--- config.mk ---
export PLATFORM = sky130hd
export DESIGN_NAME = instruction_fetch
export DESIGN_NICKNAME = d
export VERILOG_FILES = /design/src/rtl/riscv_pkg.sv /design/src/rtl/fetch_buffer.sv /design/src/rtl/instruction_fetch.sv
export SDC_FILE = /design/constraint.sdc
export NUM_CORES = 1
export LEC_CHECK = 0
export BUFFER_PORTS_ARGS = -buffer_cell sky130_fd_sc_hd__buf_2
export CELL_PAD_IN_SITES_DETAIL_PLACEMENT = 0
export CELL_PAD_IN_SITES_GLOBAL_PLACEMENT = 1
export CORE_MARGIN = 3
export CORE_UTILIZATION = 35
export CTS_BUF_LIST = sky130_fd_sc_hd__clkbuf_4 sky130_fd_sc_hd__clkbuf_8 sky130_fd_sc_hd__clkbuf_16
export DETAILED_ROUTE_END_ITERATION = 8
export PLACE_DENSITY = 0.62
export SETUP_SLACK_MARGIN = 0.1
export SLEW_MARGIN = 20
export SYNTH_ARGS = -nofsm -noshare
export SYNTH_HDL_FRONTEND = slang
export SYNTH_SLANG_ARGS = --single-unit
--- constraint.sdc ---
create_clock -name clk -period 13.2 [get_ports clk]
set_input_delay 0.66 -clock clk [delete_from_list [all_inputs] [get_ports clk]]
set_output_delay 0.66 -clock clk [all_outputs]
set_load 0.03 [all_outputs]
--- src/rtl/riscv_pkg.sv ---
// riscv_pkg: shared RISC-V core constants and the fetch packet type
package riscv_pkg;
    localparam int XLEN = 32;
    localparam logic [XLEN-1:0] NOP_INSTR = 32'h0000_0013;
    localparam logic [6:0] OP_RTYPE  = 7'd51;
    localparam logic [6:0] OP_ITYPE  = 7'd3;
    localparam logic [6:0] OP_IMM    = 7'd19;
    localparam logic [6:0] OP_STYPE  = 7'd35;
    localparam logic [6:0] OP_SBTYPE = 7'd99;
    typedef struct packed {
        logic [XLEN-1:0] pc;
        logic [XLEN-1:0] instr;
    } fetch_pkt_t;
endpackage

--- src/rtl/fetch_buffer.sv ---
// fetch_buffer: 2-entry FIFO of fetch packets with flush; head reads zero when empty
module fetch_buffer
    import riscv_pkg::*;
(
    input  logic       clk,
    input  logic       reset_n,
    input  logic       flush_i,
    input  logic       push_i,
    input  fetch_pkt_t push_pkt_i,
    input  logic       pop_i,
    output fetch_pkt_t head_o,
    output logic [1:0] occ_o
);
    fetch_pkt_t e0_q, e1_q, e0_d, e1_d;
    logic [1:0] occ_q, occ_d, wr_idx;

    assign wr_idx = occ_q - {1'b0, pop_i};
    assign occ_o  = occ_q;
    assign head_o = (occ_q != 2'd0) ? e0_q : '0;

    // shift on pop, then write the new entry into the first free slot
    always_comb begin
        e0_d  = (push_i && wr_idx == 2'd0) ? push_pkt_i : (pop_i ? e1_q : e0_q);
        e1_d  = (push_i && wr_idx == 2'd1) ? push_pkt_i : e1_q;
        occ_d = flush_i ? 2'd0 : occ_q + {1'b0, push_i} - {1'b0, pop_i};
    end

    // occupancy is the only state that needs a reset value
    always_ff @(posedge clk) begin
        if (!reset_n) occ_q <= 2'd0;
        else          occ_q <= occ_d;
    end

    // entry storage, only meaningful below occ
    always_ff @(posedge clk) begin
        e0_q <= e0_d;
        e1_q <= e1_d;
    end
endmodule

--- src/rtl/instruction_fetch.sv ---
// instruction_fetch: PC, fixed-latency imem requests, fetch buffer and redirect handling
module instruction_fetch
    import riscv_pkg::*;
#(
    parameter logic [XLEN-1:0] RESET_PC = 32'h0000_0000,
    parameter int              IMEM_AW  = 10
) (
    input  logic               clk,
    input  logic               reset_n,
    output logic               imem_req,
    output logic [IMEM_AW-1:0] imem_addr,
    input  logic [XLEN-1:0]    imem_rdata,
    input  logic               redirect_valid,
    input  logic [XLEN-1:0]    redirect_pc,
    output logic               if_valid,
    input  logic               if_ready,
    output logic [XLEN-1:0]    if_instr,
    output logic [XLEN-1:0]    if_pc
);
    logic [XLEN-1:0] pc_q, pc_d, req_pc_q, req_pc_d;
    logic            inflight_q, inflight_d, pop;
    logic [1:0]      occ;
    fetch_pkt_t      head, push_pkt;

    assign if_valid  = (occ != 2'd0) && !redirect_valid;
    assign pop       = if_valid && if_ready;
    // slots already committed (buffered + in flight) minus the one leaving must leave room
    assign imem_req  = reset_n && !redirect_valid &&
                       ({1'b0, occ} + {2'b0, inflight_q} < 3'd2 + {2'b0, pop});
    assign imem_addr = pc_q[IMEM_AW+1:2];
    assign push_pkt  = '{pc: req_pc_q, instr: imem_rdata};
    assign if_pc     = head.pc;
    assign if_instr  = head.instr;

    // redirect wins over sequential advance; a redirect cycle never issues
    always_comb begin
        pc_d       = redirect_valid ? (redirect_pc & ~32'h3) : (imem_req ? pc_q + 32'd4 : pc_q);
        inflight_d = imem_req;
        req_pc_d   = imem_req ? pc_q : req_pc_q;
    end

    // PC and in-flight tracking; reset overrides everything
    always_ff @(posedge clk) begin
        if (!reset_n) begin
            pc_q       <= RESET_PC;
            inflight_q <= 1'b0;
            req_pc_q   <= '0;
        end else begin
            pc_q       <= pc_d;
            inflight_q <= inflight_d;
            req_pc_q   <= req_pc_d;
        end
    end

    fetch_buffer u_buf (
        .clk       (clk),
        .reset_n   (reset_n),
        .flush_i   (redirect_valid),
        .push_i    (inflight_q),
        .push_pkt_i(push_pkt),
        .pop_i     (pop),
        .head_o    (head),
        .occ_o     (occ)
    );
endmodule

=== Word-level counts from Yosys, hierarchy flattened ===
Cells that the tools add are included.

* Add/sub/neg operators: 6
* Order comparisons: 1
* Eq/ne operators: 1
* Mux-type cells: 5
* Bitwise gates (word level): 1
* Reductions and logical operators: 12

{| class="wikitable"
|+ Operator list
! kind !! count
|-
| 2-to-1 mux 64 bit || 3
|-
| 2-to-1 mux 32 bit || 2
|-
| adder 32 x 3 -> 32 bit, second input constant || 1
|-
| logical AND 1 bit || 6
|-
| nonzero test 2 bit || 3
|-
| subtractor 2 x 1 -> 2 bit || 2
|-
| adder 2 x 1 -> 3 bit || 1
|-
| adder 2 x 1 -> 3 bit, first input constant || 1
|-
| < comparator 3 bit || 1
|-
| adder 2 x 1 -> 2 bit || 1
|-
| == test 2 x 1 -> 1 bit, second input constant || 1
|-
| logical NOT 2 bit || 1
|-
| OR reduction 2 bit || 1
|-
| logical NOT 1 bit || 1
|-
| inverter 1 bit || 1
|}

* Register bits: 195
* Output and inout bits: 76
* Logic and storage cells: 35

=== Logic depth before layout (Yosys ltp) ===
Gate-level depths: netlist of the first run.

* Word-level depth: 8
* Gate-level depth with buffers: 8

=== Cells and area by module ===
A second synthesis of the first run with hierarchy kept.

* Cells, all modules: 653
* Area total of the unflattened synthesis: 8398.1 um2

{| class="wikitable"
|+ By module, submodules not included
! module !! times used !! cells an instance !! area an instance (um2) !! seq. area each (um2)
|-
| fetch_buffer || 1 || 283 || 5432.7 || 3883.7
|-
| instruction_fetch || 1 || 370 || 2965.3 || 1221.2
|}

=== Least setup slack after synthesis of the first run ===
Ideal clock, no wire load.

* Kind: input to register
* Start: in redirect_valid
* End: reg u_buf.e1_q[0] (netlist name), enable pin
* Setup time: 0.577 ns
* Arrival time: 5.468 ns
* Path slack: 7.155 ns
* Stages: 3
* Buffers on the path: 0
* Cells stage by stage: nand2b_1 nand3b_1 a21boi_0

* Word-level cells in the longest chain between the ends: 6

{| class="wikitable"
|+ RTL lines
! item !! RTL line !! RTL
|-
| from (decl) || instruction_fetch.sv:13 || <nowiki>input logic redirect_valid,</nowiki>
|-
| logical NOT 1 bit || instruction_fetch.sv:25 || <nowiki>assign if_valid = (occ != 2'd0) && !redirect_valid;</nowiki>
|-
| logical AND 1 bit || instruction_fetch.sv:25 ||
|-
| logical AND 1 bit || instruction_fetch.sv:26 || <nowiki>assign pop = if_valid && if_ready;</nowiki>
|-
| subtractor 2 x 1 -> 2 bit || fetch_buffer.sv:17 || <nowiki>assign wr_idx = occ_q - {1'b0, pop_i};</nowiki>
|-
| == test 2 x 1 -> 1 bit || fetch_buffer.sv:24 || <nowiki>e1_d = (push_i && wr_idx == 2'd1) ? push_pkt_i : e1_q;</nowiki>
|-
| logical AND 1 bit || fetch_buffer.sv:24 ||
|-
| to (signal assigned) || fetch_buffer.sv:37 || <nowiki>e1_q <= e1_d;</nowiki>
|-
| to (decl) || fetch_buffer.sv:14 || <nowiki>fetch_pkt_t e0_q, e1_q, e0_d, e1_d;</nowiki>
|}

No other way between the ends.
A chain may end at the register's enable or synchronous reset.

=== Final worst setup path of the first run ===
* Start: reg u_buf.occ_q[0], in the netlist u_buf.occ_o[0]
* End: out imem_req

* Word-level cells in the longest chain between the ends: 6

{| class="wikitable"
|+ RTL lines
! item !! RTL line !! RTL
|-
| from (decl) || fetch_buffer.sv:15 || <nowiki>logic [1:0] occ_q, occ_d, wr_idx;</nowiki>
|-
| from (signal assigned) || fetch_buffer.sv:30 || <nowiki>if (!reset_n) occ_q <= 2'd0;</nowiki>
|-
| from (signal assigned) || fetch_buffer.sv:31 || <nowiki>else occ_q <= occ_d;</nowiki>
|-
| nonzero test 2 bit || instruction_fetch.sv:25 ||
|-
| logical AND 1 bit || instruction_fetch.sv:25 ||
|-
| logical AND 1 bit || instruction_fetch.sv:26 ||
|-
| adder 2 x 1 -> 3 bit || instruction_fetch.sv:29 || <nowiki>({1'b0, occ} + {2'b0, inflight_q} < 3'd2 + {2'b0, pop});</nowiki>
|-
| < comparator 3 bit * || instruction_fetch.sv:29 ||
|-
| logical AND 1 bit * || instruction_fetch.sv:28 || <nowiki>assign imem_req = reset_n && !redirect_valid &&</nowiki>
|-
| to (decl) || instruction_fetch.sv:10 || <nowiki>output logic imem_req,</nowiki>
|}

Mark *: on every way between the ends. The rest lies on a longest branch, timed or not.

==> results.py, run 1 <==
metrics = {
    "status": {
        "status": "finished clean",
    },
    "drt": {
        "wl_mm": 17.8,
        "vias": 5336,
        "firstDrtPassIters": 4,
        "viasPerCell": 5.00,
        "drtAntennaViolNets": 0,
        "drtIter0Drc": 279,
        "avgRoutedWirePerCell_um": 16.7,
        "drc": 0,
    },
    "synthesis": {
        "synth.avg_cell_area_um2": 12.1,
        "synth-seq-cells": 187,
        "syn-cell-area_um2": 8020,
        "synth_cell_type_count": 51,
        "synth-edff-count": 124,
        "syn_inst": 663,
        "synthFlopType": "edfxtp_1",
        "async_flop_share_pct": 0,
        "ys_seq_area_share_pct": 62.2,
        "yosysWarningCount": 0,
    },
    "run": {
        "cap_violations": 0,
    },
    "power_and_ir_drop": {
        "p_seq_share_pct": 52.4,
        "cellInternalPower_uw": 944,
        "comb_power_share_pct": 7.2,
        "p_leak_uw": 0.00361,
        "switching_share_pct": 24.6,
        "total_power_uw": 1250,
        "power.density_nw_per_um2": 132,
        "p_clk_share_pct": 40.3,
        "irDropWorstVdd_uv": 81.3,
        "switching_power_uw": 308,
    },
    "worst_hold_path": {
        "hold_depth": 1,
        "worstHoldStart": "imem_rdata[17]",
        "hp-class": "in -> reg",
        "min_to": "u_buf.e1_q[17]",
    },
    "final_layout": {
        "num-fill-cells": 2105,
        "drive_above_1_share_pct": 31.6,
        "layout_commonest_cell": "buf_2",
        "mostFrequentLayoutCells": "139 x buf_2, 124 x edfxtp_1, 84 x nand2_1",
        "area_growth_pct": 18.0,
        "nets": 846,
        "diodes": 0,
    },
    "sta": {
        "fin_worst_skew_ns": 0.0125,
        "timing.final.hold_violations": 0,
        "fmax_mhz": 280,
        "drv_slew": 0,
        "final-setup-viol-count": 0,
        "fin_crit_sh_pct": 27.1,
        "tns_ns": 0,
        "max_slew_margin_pct": 31.0,
        "tightest_slew_ns": 1.03,
        "finalWorstPathRequiredPeriod_ns": 3.58,
        "rsz0062_at_grt": "false",
    },
    "floorplan": {
        "core-area_um2": 22200,
        "row_count": 54,
        "die_area_um2": 24800,
        "start_util_pct": 36.2,
        "ios": 144,
        "dieHeight_um": 157,
        "fp.dieW_um": 157,
    },
    "global_route": {
        "grt_start_max_net_pins": 65,
        "grt_first_pass_wirelength_mm": 27.9,
        "grt_use_total_pct": 14.4,
        "grt_pass1_vias": 5263,
        "overflow": 0,
        "antenna_found_initial": 0,
    },
    "setup_path": {
        "setup.worst_path.class": "reg -> out",
        "crit_required_ns": 12.54,
        "start_kind": "register",
        "end_kind": "output port",
        "reg2reg_from": "u_buf.occ_o[0]",
        "crit_fanout": 50,
        "arrival_ns": 2.92,
        "critPathLaunch": "u_buf.occ_o[0]",
        "reg2reg_depth": 9,
        "r2r_slack_ns": 10.41,
        "reg2reg_to": "pc_q[28]",
    },
    "cts": {
        "numClockSinks": 187,
        "cts_resized": 0,
        "path_clk_slew_ns": 0.07,
        "clk_path_buf_depth": 2,
        "cts.htree.levels": 4,
        "cts_made_buffers": 17,
        "holdBufCountCts": 0,
        "post_cts_buffers": 0,
        "clockRootBuffer": "clkbuf_16",
        "cts_tree": "yes",
        "clock_latency_ns": 0.44,
    },
    "placement": {
        "place.gp.congestion": 0.768,
        "post-dp-hpwl_mm": 11.5,
        "port_buffers": 139,
    },
}
-- logic make-up (layout without fill, tap and decap cells) --
| group | count (synthesis) | in the layout | synth area share, % |
|---|---|---|---|
| and+or+nand+nor | 229 | 229 | 15.1 |
| other | 1 | 2 | 0.0468 |
| AOI/OAI and AO/OA | 102 | 102 | 7.93 |
| DFF | 187 | 187 | 62.2 |
| muxes | 63 | 63 | 8.83 |
| buffers and inverters | 61 | 184 | 3.54 |
| adders and majority gates | 4 | 4 | 0.624 |
| xor gates and xnor gates | 16 | 16 | 1.75 |
-- registers in the layout (all words and copies together) (netlist names) --
signal	flops
inflight_q	1
req_pc_q	30
u_buf.occ_o	2
pc_q	30
u_buf.e1_q	62
u_buf.e0_q	62
-- cell usage after synthesis, drive strengths merged, types with 5 or more instances --
cell type / n / area, um2
a31oi: 5 / 31.3
a21oi: 50 / 250
a21boi: 5 / 37.5
and3: 6 / 37.5
nand3: 16 / 80.1
and2: 66 / 413
dfxtp: 63 / 1260
nor4: 9 / 56.3
xor2: 6 / 52.6
buf: 26 / 153
edfxtp: 124 / 3720
inv: 6 / 22.5
xnor2: 10 / 87.6
nand4: 13 / 81.3
mux2: 62 / 698
nor2: 9 / 33.8
nand2: 84 / 315
o21ai: 18 / 90.1
and4: 5 / 43.8
clkbuf: 27 / 101
-- metrics by stage --
stage	instances	utilization (%)	area [um2]	hold WS (ns)	setup WS (ns)
detailed placement	1035	40.1	8880	0.447	9.87
CTS	1067	42.7	9450	0.396	9.55
global route	1067	42.7	9460	0.400	9.42
floorplan	664	-	8020	0.424	7.15
finish	1067	42.7	9460	0.413	9.62
global placement	1035	40.1	8880	0.443	9.89
-- critical path: stages, from the launching register on --
cell and delay (ns):
dfxtp_1 0.37, ha_1 0.20, ha_1 0.30, nor4b_1 0.52, a31oi_4 0.03, buf_4 0.33
clkinv_1 0.09, buf_4 0.34, buf_2 0.28
-- power by group through the flow --
stage	clock, uW	sequential (uW)	combinational [uW]
finish	505	657	90.3
global route	544	659	99.6
CTS	519	657	92.0
detailed placement	0	670	91.6
global placement	0	669	90.3
floorplan	0	665	65.4
-- layout make-up --
| class | instances | area [um2] | share of cell area [%] |
|---|---|---|---|
| inverters | 8 | 30.0 | 0.318 |
| flip-flops and latches | 187 | 4980 | 52.7 |
| clock inverters | 15 | 150 | 1.59 |
| well taps | 280 | 350 | 3.70 |
| clock buffers | 17 | 425 | 4.50 |
| multi-input cells | 416 | 2780 | 29.4 |
| repair buffers | 144 | 733 | 7.75 |
-- worst max-delay path by stage --
| stage | end | slack [ns] | depth (start not counted) |
|---|---|---|---|
| after floorplan | u_buf.e1_q[0] | 7.15 | 3 |
| after global placement | imem_req | 9.89 | 7 |
| after detailed placement | imem_req | 9.87 | 7 |
| after CTS | imem_req | 9.55 | 6 |
| after global routing | imem_req | 9.42 | 8 |
| final | imem_req | 9.62 | 8 |
-- per-layer routing --
layer,vias up,track usage [%],part of all wire [%]
met5,-,0,0
met4,0,5.25,1.5
met3,18,2.75,4.3
met2,133,23.6,47
met1,2564,19.0,48
li1,2621,-,-
(Power assumes the default switching activity.)
==> inputs of run 2 (changes only) <==
--- a/config.mk
+++ b/config.mk
@@ -12,7 +12,7 @@
 export CORE_UTILIZATION = 35
 export CTS_BUF_LIST = sky130_fd_sc_hd__clkbuf_4 sky130_fd_sc_hd__clkbuf_8 sky130_fd_sc_hd__clkbuf_16
 export DETAILED_ROUTE_END_ITERATION = 8
-export PLACE_DENSITY = 0.62
+export PLACE_DENSITY = 0.65
 export SETUP_SLACK_MARGIN = 0.1
 export SLEW_MARGIN = 20
 export SYNTH_ARGS = -nofsm -noshare
==> constraint.sdc (replaced) <==
create_clock -name clk -period 3.26 [get_ports clk]
set_input_delay 0.163 -clock clk [delete_from_list [all_inputs] [get_ports clk]]
set_output_delay 0.163 -clock clk [all_outputs]
set_load 0.03 [all_outputs]
==> run 2 against run 1 <==
Against the previous run:
- critical path depth decreased by 2
- highest routed layer unchanged
- setup slack got worse by 8.9 ns
- global-route usage increased by 0.18 points
- sequential share of layout area decreased by 2.5 points
- combinational power increased to 4.6 times the previous value
- register-to-register slack got worse by 9.7 ns
==> results.py, run 2 (synthesized netlist as in run 1, its figures left out) <==
metrics = {
    "global_route": {
        "grt_first_pass_wirelength_mm": 28.7,
        "overflow": 0,
        "grt_start_max_net_pins": 63,
        "grt_pass1_vias": 5486,
        "antenna_found_initial": 0,
        "grt_use_total_pct": 14.6,
    },
    "final_layout": {
        "area_growth_pct": 23.7,
        "diodes": 0,
        "largestRegisters": "u_buf.e0_q: 62 flops, u_buf.e1_q: 62 flops",
        "instances_no_fill": 1114,
        "layout_commonest_cell": "buf_2",
        "drive_above_1_share_pct": 31.1,
        "mostFrequentLayoutCells": "139 x buf_2, 124 x edfxtp_1, 84 x nand2_1",
        "nets": 893,
    },
    "floorplan": {
        "core-area_um2": 22200,
        "start_util_pct": 36.2,
        "fp.dieW_um": 157,
        "ios": 144,
        "row_count": 54,
        "dieHeight_um": 157,
        "die_area_um2": 24800,
    },
    "setup_path": {
        "setup.worst_path.class": "reg -> out",
        "arrival_ns": 2.42,
        "cp_cell_sequence": "ha_1, ha_1, nor4b_1, a31oi_4, clkinv_1, buf_2",
        "end_kind": "output port",
        "crit_top_cell": "ha_1",
        "crit_fanout": 13,
        "critical_path.top_delay_family": "simple AND/OR/NAND/NOR gates",
        "cpMaxStageDelayCell": "nor4b_1",
        "critPathMaxStageDelay_ns": 0.53,
        "crit_buf_inv": 2,
        "start_kind": "register",
        "crit_required_ns": 3.10,
    },
    "sta": {
        "tns_ns": 0,
        "drv_slew": 0,
        "tightest_slew_ns": 0.667,
        "final-setup-viol-count": 0,
        "rsz0062_at_grt": "false",
        "timing.hold.ws_ns": 0.0185,
        "timing.final.hold_violations": 0,
        "fin_worst_skew_ns": 0.0158,
        "finalWorstPathRequiredPeriod_ns": 2.58,
        "setup_ws_ns": 0.681,
        "fin_crit_sh_pct": 79.1,
        "max_slew_margin_pct": 55.5,
        "fmax_mhz": 388,
    },
    "cts": {
        "path_clk_slew_ns": 0.07,
        "clock_latency_ns": 0.42,
        "clockRootBuffer": "clkbuf_16",
        "post_cts_buffers": 0,
        "cts_made_buffers": 17,
        "cts.htree.levels": 4,
        "cts_tree": "yes",
        "clk_path_buf_depth": 2,
        "numClockSinks": 187,
    },
    "power_and_ir_drop": {
        "power.density_nw_per_um2": 510,
        "p_seq_share_pct": 52.5,
        "p_clk_share_pct": 39.3,
        "switching_share_pct": 23.8,
        "comb_power_share_pct": 8.1,
        "p_leak_uw": 0.00381,
        "irDropWorstVdd_uv": 341,
        "switching_power_uw": 1210,
        "cellInternalPower_uw": 3860,
    },
    "placement": {
        "dp_slack_ns": 0.731,
        "place.gp.congestion": 0.803,
        "post-dp-hpwl_mm": 12.2,
        "dp_cells": 1045,
        "port_buffers": 139,
    },
    "drt": {
        "viasPerCell": 4.84,
        "firstDrtPassIters": 4,
        "drtAntennaViolNets": 0,
        "vias": 5387,
        "wl_mm": 17.9,
        "avgRoutedWirePerCell_um": 16.1,
        "drc": 0,
        "drtIter0Drc": 362,
    },
    "run": {
        "cap_violations": 0,
    },
    "worst_hold_path": {
        "hp-class": "in -> reg",
    },
    "status": {
        "status": "finished clean",
    },
}
run 2: worst min-delay path: cells and delay by family:
kind,cells,cell delay (ns)
buffers and inverters,1,0.07
AO/OA/AOI/OAI,2,0.17
run 2: metal layers:
metal / global-route usage, % / share of wire [%] / vias up
li1: - / - / 2703
met2: 24.5 / 48 / 131
met5: 0 / 0 / -
met3: 3.35 / 4.7 / 12
met1: 19.0 / 47 / 2541
met4: 3.93 / 0.98 / 0
run 2: what timing repair did:
| item | in CTS | in global routing |
|---|---|---|
| endpoints found under the hold margin | 37 | 0 |
| resized for setup | 0 | 0 |
| hold buffers | 37 | 0 |
run 2: power groups by stage:
stage,logic (uW),registers [uW],clock network [uW]
detailed placement,384,2710,0
finish,412,2660,1990
floorplan,265,2690,0
global placement,376,2710,0
global route,453,2670,2150
CTS,420,2660,2050
run 2: worst paths after layout:
path                       start  depth (start not counted)              to  slack [ns]
setup reg to reg  u_buf.occ_o[0]                          8        pc_q[10]        0.71
setup / recovery  u_buf.occ_o[0]                          6        imem_req        0.68
hold / removal    redirect_pc[7]                          3         pc_q[7]        0.02
hold reg to reg     req_pc_q[24]                          0  u_buf.e1_q[56]        0.46
run 2: area by class of cell:
type / instances / area [um2]
fill: 2099 / 12200
sequential: 187 / 4980
multi-input combinational: 416 / 2780
timing repair buffer: 191 / 1200
clock buffer: 18 / 433
tap: 280 / 350
clock inverter: 14 / 138
inverter: 8 / 30.0
run 2: metrics by stage:
stage	utilization, %	total power [uW]	cell area, um2
floorplan	-	2960	8020
global placement	40.5	3080	8980
detailed placement	40.5	3100	8980
CTS	44.8	5130	9920
global route	44.8	5270	9920
finish	44.8	5060	9920
